==> src/rtl/dmem_responder.sv <==
// Data-memory responder for the single-cycle RISC-V CPU: combinational-read RAM with
// byte/half/word stores, plus a 32-byte peripheral window with a 64-bit timer and irq.
module dmem_responder #(
    parameter int          DEPTH_WORDS = 64,
    parameter logic [31:0] PERIPH_BASE = 32'h0000_1000
) (
    input  logic        clk,
    input  logic        reset,
    input  logic        MemWrite,
    input  logic [31:0] Mem_WrAddr,
    input  logic [31:0] Mem_WrData,
    input  logic [1:0]  StoreSize,
    output logic [31:0] ReadData,
    output logic        irq
);

    localparam int          DATA_W    = 32;
    localparam int          AW        = (DEPTH_WORDS > 1) ? $clog2(DEPTH_WORDS) : 1;
    localparam logic [31:0] RAM_BYTES = 32'(DEPTH_WORDS * 4);

    localparam logic [4:0] OFF_MTIME_LO = 5'h00;
    localparam logic [4:0] OFF_MTIME_HI = 5'h04;
    localparam logic [4:0] OFF_MTIMECMP = 5'h08;
    localparam logic [4:0] OFF_STATUS   = 5'h0C;
    localparam logic [4:0] OFF_CTRL     = 5'h10;

    localparam logic [1:0] SZ_BYTE = 2'b00;
    localparam logic [1:0] SZ_HALF = 2'b01;

    function automatic logic is_misaligned(input logic [1:0] size, input logic [1:0] a);
        if (size == SZ_BYTE)
            return 1'b0;
        else if (size == SZ_HALF)
            return a[0];
        else
            return a != 2'b00;
    endfunction

    function automatic logic [3:0] lane_enables(input logic [1:0] size, input logic [1:0] a);
        case (size)
            SZ_BYTE: return 4'b0001 << a;
            SZ_HALF: return a[1] ? 4'b1100 : 4'b0011;
            default: return 4'b1111;
        endcase
    endfunction

    // Replicating the right-aligned data puts it on every lane; enables pick the lanes.
    function automatic logic [DATA_W-1:0] lane_data(input logic [1:0] size,
                                                    input logic [DATA_W-1:0] d);
        case (size)
            SZ_BYTE: return {4{d[7:0]}};
            SZ_HALF: return {2{d[15:0]}};
            default: return d;
        endcase
    endfunction

    function automatic logic [DATA_W-1:0] periph_data(input logic [1:0] size,
                                                      input logic [DATA_W-1:0] d);
        case (size)
            SZ_BYTE: return {24'd0, d[7:0]};
            SZ_HALF: return {16'd0, d[15:0]};
            default: return d;
        endcase
    endfunction

    logic [DATA_W-1:0] mem [DEPTH_WORDS];

    logic              ram_hit;
    logic              periph_hit;
    logic              misaligned;
    logic              ram_we;
    logic              periph_we;
    logic              misalign_evt;
    logic [AW-1:0]     ram_idx;
    logic [4:0]        off;
    logic [3:0]        lane_en;
    logic [DATA_W-1:0] lane_wdata;
    logic [DATA_W-1:0] pwdata;

    logic [31:0]       mtime_lo;
    logic [31:0]       mtime_hi;
    logic [31:0]       mtimecmp;
    logic              st_match;
    logic              st_misalign;
    logic              ctrl_ten;
    logic              ctrl_ien;

    logic [63:0]       mtime_inc;
    logic              wr_lo;
    logic              wr_hi;
    logic              wr_cmp;
    logic              wr_status;
    logic              wr_ctrl;
    logic              match_set;

    assign ram_hit      = Mem_WrAddr < RAM_BYTES;
    assign periph_hit   = Mem_WrAddr[31:5] == PERIPH_BASE[31:5];
    assign misaligned   = is_misaligned(StoreSize, Mem_WrAddr[1:0]);
    assign ram_we       = MemWrite & ram_hit & ~misaligned;
    assign periph_we    = MemWrite & periph_hit & ~misaligned;
    assign misalign_evt = MemWrite & (ram_hit | periph_hit) & misaligned;
    assign ram_idx      = Mem_WrAddr[AW+1:2];
    assign off          = Mem_WrAddr[4:0];
    assign lane_en      = lane_enables(StoreSize, Mem_WrAddr[1:0]);
    assign lane_wdata   = lane_data(StoreSize, Mem_WrData);
    assign pwdata       = periph_data(StoreSize, Mem_WrData);

    always_ff @(posedge clk) begin
        if (ram_we) begin
            for (int l = 0; l < 4; l++) begin
                if (lane_en[l])
                    mem[ram_idx][8*l +: 8] <= lane_wdata[8*l +: 8];
            end
        end
    end

    assign mtime_inc = {mtime_hi, mtime_lo} + 64'd1;
    assign wr_lo     = periph_we && (off == OFF_MTIME_LO);
    assign wr_hi     = periph_we && (off == OFF_MTIME_HI);
    assign wr_cmp    = periph_we && (off == OFF_MTIMECMP);
    assign wr_status = periph_we && (off == OFF_STATUS);
    assign wr_ctrl   = periph_we && (off == OFF_CTRL);
    assign match_set = ctrl_ten && (mtime_lo == mtimecmp);

    // A written half is loaded; the other half still takes the 64-bit increment (with carry).
    always_ff @(posedge clk or posedge reset) begin
        if (reset) begin
            mtime_lo    <= '0;
            mtime_hi    <= '0;
            mtimecmp    <= '0;
            st_match    <= 1'b0;
            st_misalign <= 1'b0;
            ctrl_ten    <= 1'b0;
            ctrl_ien    <= 1'b0;
        end else begin
            if (wr_lo)
                mtime_lo <= pwdata;
            else if (ctrl_ten)
                mtime_lo <= mtime_inc[31:0];

            if (wr_hi)
                mtime_hi <= pwdata;
            else if (ctrl_ten)
                mtime_hi <= mtime_inc[63:32];

            if (wr_cmp)
                mtimecmp <= pwdata;

            st_match    <= match_set    | (st_match    & ~(wr_status & pwdata[0]));
            st_misalign <= misalign_evt | (st_misalign & ~(wr_status & pwdata[1]));

            if (wr_ctrl) begin
                ctrl_ten <= pwdata[0];
                ctrl_ien <= pwdata[1];
            end
        end
    end

    always_comb begin
        ReadData = '0;
        if (ram_hit) begin
            ReadData = mem[ram_idx];
        end else if (periph_hit) begin
            case (off)
                OFF_MTIME_LO: ReadData = mtime_lo;
                OFF_MTIME_HI: ReadData = mtime_hi;
                OFF_MTIMECMP: ReadData = mtimecmp;
                OFF_STATUS:   ReadData = {30'd0, st_misalign, st_match};
                OFF_CTRL:     ReadData = {30'd0, ctrl_ien, ctrl_ten};
                default:      ReadData = '0;
            endcase
        end
    end

    assign irq = st_match & ctrl_ien;

endmodule

==> config.mk <==
export PLATFORM = sky130hd
export DESIGN_NAME = dmem_responder
export DESIGN_NICKNAME = d
export VERILOG_FILES = /design/src/rtl/dmem_responder.sv
export SDC_FILE = /design/constraint.sdc
export NUM_CORES = 2
export LEC_CHECK = 0
export ABC_AREA = 1
export ABC_CLOCK_PERIOD_IN_PS = 2800
export BUFFER_PORTS_ARGS = -buffer_cell sky130_fd_sc_hd__buf_2
export CORE_MARGIN = 5
export CORE_UTILIZATION = 30
export DETAILED_ROUTE_END_ITERATION = 10
export PLACE_DENSITY = 0.45
export SYNTH_ARGS = -nofsm -noshare
export SYNTH_HDL_FRONTEND = slang
export SYNTH_SLANG_ARGS = --single-unit
==> constraint.sdc <==
create_clock -name clk -period 2.8 [get_ports clk]
set_input_delay 0.14 -clock clk [delete_from_list [all_inputs] [get_ports clk]]
set_output_delay 0.14 -clock clk [all_outputs]
set_load 0.02 [all_outputs]
# After elaboration in Yosys (flattened, before gate mapping)
# Memories as Yosys holds them, arrays and structs flattened.
# Index checks and enable logic that the tools add are counted.
[totals]
reg_bits = 100
latchBits = 0
ramBits = 2048
romBits = 0
input_bits = 69
out_inout_bits = 33
wordCells = 71
memories = 1
[memory_table]
columns = ["name", "words", "word_bits", "rd", "rd_ports_with_merged_regs", "write_ports", "line_no", "rtl"]
rows = [
  ["mem", 64, 32, 1, 0, 1, "66", "logic [DATA_W-1:0] mem [DEPTH_WORDS];"],
]
[classes]
addsub = 1
n_mul = 0
div_mod_pow = 0
n_lt_le_gt_ge = 1
eq_ne = 7
n_shift = 1
muxes = 25
n_bitwise = 17
reduce_logical = 11
[ops]
columns = ["operator", "count"]
rows = [
  ["2-to-1 mux 32 bit", 6],
  ["one-hot mux 32 bit (5 select lines)", 1],
  ["one-hot mux 32 bit (2 select lines)", 2],
  ["adder 64 x 1 -> 64 bit, second input constant", 1],
  ["== test 32 bit", 1],
  ["less-than comparator 32 x 9 -> 1 bit, second input constant", 1],
  ["== test 27 x 8 -> 1 bit, second input constant", 1],
  ["2-to-1 mux 1 bit", 14],
  ["bitwise AND 1 bit", 11],
  ["== test 5 x 4 -> 1 bit, second input constant", 2],
  ["one-hot mux 4 bit (2 select lines)", 1],
  ["logical AND 1 bit", 6],
  ["nonzero test 2 bit", 3],
  ["== test 5 x 3 -> 1 bit, second input constant", 1],
  ["== test 5 bit, second input constant", 1],
  ["zero test 5 bit", 1],
  ["2-to-1 mux 4 bit", 1],
  ["left shift 1 x 2 -> 4 bit, first input constant", 1],
  ["NOT 1 bit", 3],
  ["bitwise OR 1 bit", 3],
  ["== test 2 x 1 -> 1 bit, second input constant", 1],
  ["zero test 2 bit", 1],
]

# Logic depth before layout (Yosys ltp)
[depth]
word_depth = 10
ltp_mapped = 17

# Worst setup path before layout
# OpenSTA, ideal clock, no wires.
[synth_path]
path_kind = "input-to-reg"
startpoint = "input StoreSize[1]"
endpoint = "memory mem[0][16] (data pin)"
arrival_time_ps = 3046
required_time_ps = 2098
slack_ps = -948
path_stages = 3
n_path_buf = 2
cell_sequence = "clkbuf_1 -> clkbuf_1 -> o21ai_0"
[synth_via]
elab_chain_cells = 2
[synth_lines]
columns = ["element", "line_no", "rtl"]
rows = [
  ["from (decl)", "12", "input logic [1:0] StoreSize,"],
  ["== test 2 x 1 -> 1 bit or zero test 2 bit (tied branches)", "50", "case (size)"],
  ["one-hot mux 32 bit (2 select lines) (*)", "50", ""],
  ["net lane_wdata[16]", "77", "logic [DATA_W-1:0] lane_wdata;"],
  ["to (decl)", "66", ""],
]
# The timed path passes the listed nets; every way through them passes the cells marked *.

# Final worst setup path
[layout_path]
startpoint = "input Mem_WrAddr[6]"
endpoint = "output ReadData[16]"
[layout_via]
elab_chain_cells = 3
[layout_lines]
columns = ["element", "line_no", "rtl"]
rows = [
  ["from (decl)", "10", "input logic [31:0] Mem_WrAddr,"],
  ["parallel branches: the longest is 2 deep, another holds less-than comparator 32 x 9 -> 1 bit", "--", ""],
  ["2-to-1 mux 32 bit (*)", "161", "if (ram_hit) begin"],
  ["to (decl)", "13", "output logic [31:0] ReadData,"],
]
# Every way passes the cells marked *.

==> impl_metrics.env <==
export IMPL_status="finished clean"
export IMPL_start_util_pct=30.04
export IMPL_muxShareOfSynthArea_pct=0
export IMPL_multi_input_area_mm2=0.02461
export IMPL_grt_pass1_vias=65020
export IMPL_yosysTopAreaCell="edfxtp_1"
export IMPL_tritoncts="done"
export IMPL_clock_latency_ns=0.93
export IMPL_synthAdderAreaFrac_pct=0.01379
export IMPL_worst_hold_slack_ns=0.05480
export IMPL_grt_start_max_net_pins=101
export IMPL_ir_drop_mv=0.5388
export IMPL_cts_htree_levels=4
export IMPL_firstDrtPassIters=7
export IMPL_switching_share_pct=23.55
export IMPL_critPathKind="in -> out"
export IMPL_p_int_mw=54.68
export IMPL_p_sw_mw=16.84
export IMPL_maxCapViolations=0
export IMPL_antenna_found_initial=12
export IMPL_dp_hpwl_um=246100
export IMPL_slew_violations=0
export IMPL_yosysTopAreaCellShare_pct=67.78
export IMPL_finalSetupViolCount=0
export IMPL_clockRootBuffer="clkbuf_16"
export IMPL_die_h_um=560.0
export IMPL_layout_commonest_cell="nand2_1"
export IMPL_synth_top_family_by_area="simple AND/OR/NAND/NOR gates"
export IMPL_cp_max_fo=32
export IMPL_pwr_share_clk_pct=43.4
export IMPL_synth_distinct_cells=42
export IMPL_synth_net_count=8561
export IMPL_syn2layout_area_growth_pct=23.85
export IMPL_synthSimpleGateAreaFrac_pct=23.83
export IMPL_drive_above_1_share_pct=17.46
export IMPL_postLayoutCellArea_mm2=0.1124
export IMPL_pre_cts_ws_ns=-0.1583
export IMPL_rsz0062_at_grt="yes"
export IMPL_p_comb_share_pct=7.2
export IMPL_fin_ws_ns=0.04018
export IMPL_cts_buffers_inserted=241
export IMPL_slew_headroom_pct=33.85
export IMPL_placementRows=202
export IMPL_p_leak_nw=43.79
export IMPL_max_freq_ghz=0.3623
export IMPL_detail_route_wl_per_cell_um=26.53
export IMPL_synth_compound_area_share_pct=1.664
export IMPL_final_nets=9424
export IMPL_startpoint_type="primary input"
export IMPL_worst_pin_slew_ns=0.9885
export IMPL_die_area_mm2=0.3136
export IMPL_clk_pin_slew_ns=0.07
export IMPL_post_dp_cell_area_mm2=0.1032
export IMPL_pwr_share_seq_pct=49.5
export IMPL_clockBufferDepth=4
export IMPL_io_pins=102
export IMPL_fin_crit_ns=2.760
export IMPL_syn_area_per_cell_um2=10.69
export IMPL_nFillCells=29660
export IMPL_syn_inst=8491
export IMPL_power_density_mw_per_mm2=636.5
export IMPL_drt_initial_drc_count=6809
export IMPL_coreArea_mm2=0.3020
export IMPL_synth_area_top_cells="edfxtp_1 (68%), nand2_1 (14%), nor2_1 (4.0%)"
export IMPL_place_inst=13040
export IMPL_finalHoldViolCount=0
export IMPL_num_vias=67060
export IMPL_via_per_inst=4.958
export IMPL_yosysSeqAreaShare_pct=70.53
export IMPL_worst_setup_path_end_kind="primary output"
export IMPL_worstPathRequired_ns=2.66
export IMPL_synthXorXnorAreaFrac_pct=0.2510
export IMPL_numClockSinks=2148
export IMPL_ys_warnings_count=0
export IMPL_grt_overflow=0
export IMPL_routed_wl_um=358800
export IMPL_syn_cell_area_mm2=0.09074
export IMPL_instances_no_fill=13530
export IMPL_layout_common_cells="nand2_1 (3265), edfxtp_1 (2048), nor2_1 (872)"
export IMPL_ys_ff_latch=2148
export IMPL_grt_pass1_wl_um=503700
export IMPL_die_w_um=560.0
export IMPL_worstPathArrival_ns=2.62
export IMPL_hold_path_class="in -> reg"
export IMPL_antenna_left=0
export IMPL_numPortBuffers=101
export IMPL_place_congestion=0.9326
export IMPL_skew_ns=0.03607
export IMPL_drc=0
export IMPL_fin_crit_sh_pct=98.56
export IMPL_track_usage_pct=22.18
export IMPL_regArea_mm2=0.06400
[through the flow]
step | util (%) | total power [mW] | TNS, ns
2_1_floorplan | - | 38.08 | -121.29
3_3_place_gp | 34.18 | 40.98 | -1.794
3_5_place_dp | 34.18 | 40.98 | -1.701
4_1_cts | 37.07 | 72.05 | -0.03508
5_1_grt | 37.20 | 73.68 | -0.09773
6_report | 37.21 | 71.52 | 0
[metal layers]
metal | track usage (%) | share of wire [%] | routed length [um]
met1 | 31.23 | 44 | 158500
met2 | 35.72 | 46 | 165700
met3 | 2.963 | 6.3 | 22760
met4 | 6.617 | 3.3 | 11740
met5 | 0 | 0.0033 | 12
[critical path, cell delays in order]
cell and delay, ns:
buf_2 0.16, inv_2 0.12, nand2_1 0.06, buf_4 0.16, nor2_4 0.20, buf_12 0.19
nand3_1 0.13, nor2_4 0.23, nand2_1 0.20, nor3_4 0.19, buf_12 0.22, o21ai_0 0.21
nand2_1 0.16, buf_2 0.18
[synth_stat cells, drive strengths merged]
cell	count
nand2	3442
edfxtp	2048
nor2	999
nand3	696
buf	332
inv	274
o21ai	189
nand4	160
dfrtp	100
clkbuf	96
nor3	34
o22ai	29
a21oi	20
o211ai	18
xor2	18
o221ai	12
xnor2	8
nor4	4
o2111ai	4
nand3b	2
and2	1
and3	1
clkinv	1
ha	1
o31ai	1
or2	1
[final cells by class]
class	instances	area share, %
inverter	275	0.9720
clock buffer	289	5.546
sequential	2148	56.95
antenna	6	0.01336
clock inverter	142	1.148
timing repair buffer	1048	9.036
multi-input combinational	5640	21.90
tap	3978	4.429
[repair_timing]
item                                    4_1_cts  5_1_grt
gates resized for setup                     229      140
hold buffers                                 52        0
pin swaps                                    49       72
hold endpoints to repair                    305        0
endpoints found under the setup margin       32       33
buffers inserted                              1        1
[power groups by stage]
stage	Combinational (mW)	Clock [mW]	Sequential (mW)
5_1_grt	5.41	32.9	35.4
3_5_place_dp	4.91	0	36.1
2_1_floorplan	1.96	0	36.1
6_report	5.11	31.0	35.4
3_3_place_gp	4.91	0	36.1
4_1_cts	5.09	31.6	35.4
[kinds of logic (layout without fill, tap and decap cells)]
logic type      count (synthesis)  count (layout)
simple gates                 5340            5340
flops                        2148            2148
buf+inv                       703            1754
fa+ha+maj                       1               1
compound gates                273             273
xor+xnor                       26              26
other cells                     0               6
[final timing paths]
check,start,cells after the start,end,slack [ns]
worst max-delay path,Mem_WrAddr[6],14,ReadData[16],0.04
worst min-delay path,Mem_WrAddr[30],9,mtime_lo[3]$_DFFE_PP0P_,0.05
worst max register to register,mtime_hi[9]$_DFFE_PP0P_,10,mtime_hi[11]$_DFFE_PP0P_,0.16
worst min register to register,mtime_hi[8]$_DFFE_PP0P_,2,mtime_hi[8]$_DFFE_PP0P_,0.58
max in group asynchronous,reset,5,ctrl_ien$_DFFE_PP0P_,1.61
min in group asynchronous,reset,4,mtime_lo[27]$_DFFE_PP0P_,0.42
[sequential cells by signal, indices dropped and copies added (netlist names)]
name and count:
mtimecmp 32, ctrl_ten 1, mem 2048, st_match 1, ctrl_ien 1, st_misalign 1, mtime_hi 32, mtime_lo 32
No activity file was read; power rests on OpenSTA's default activity.
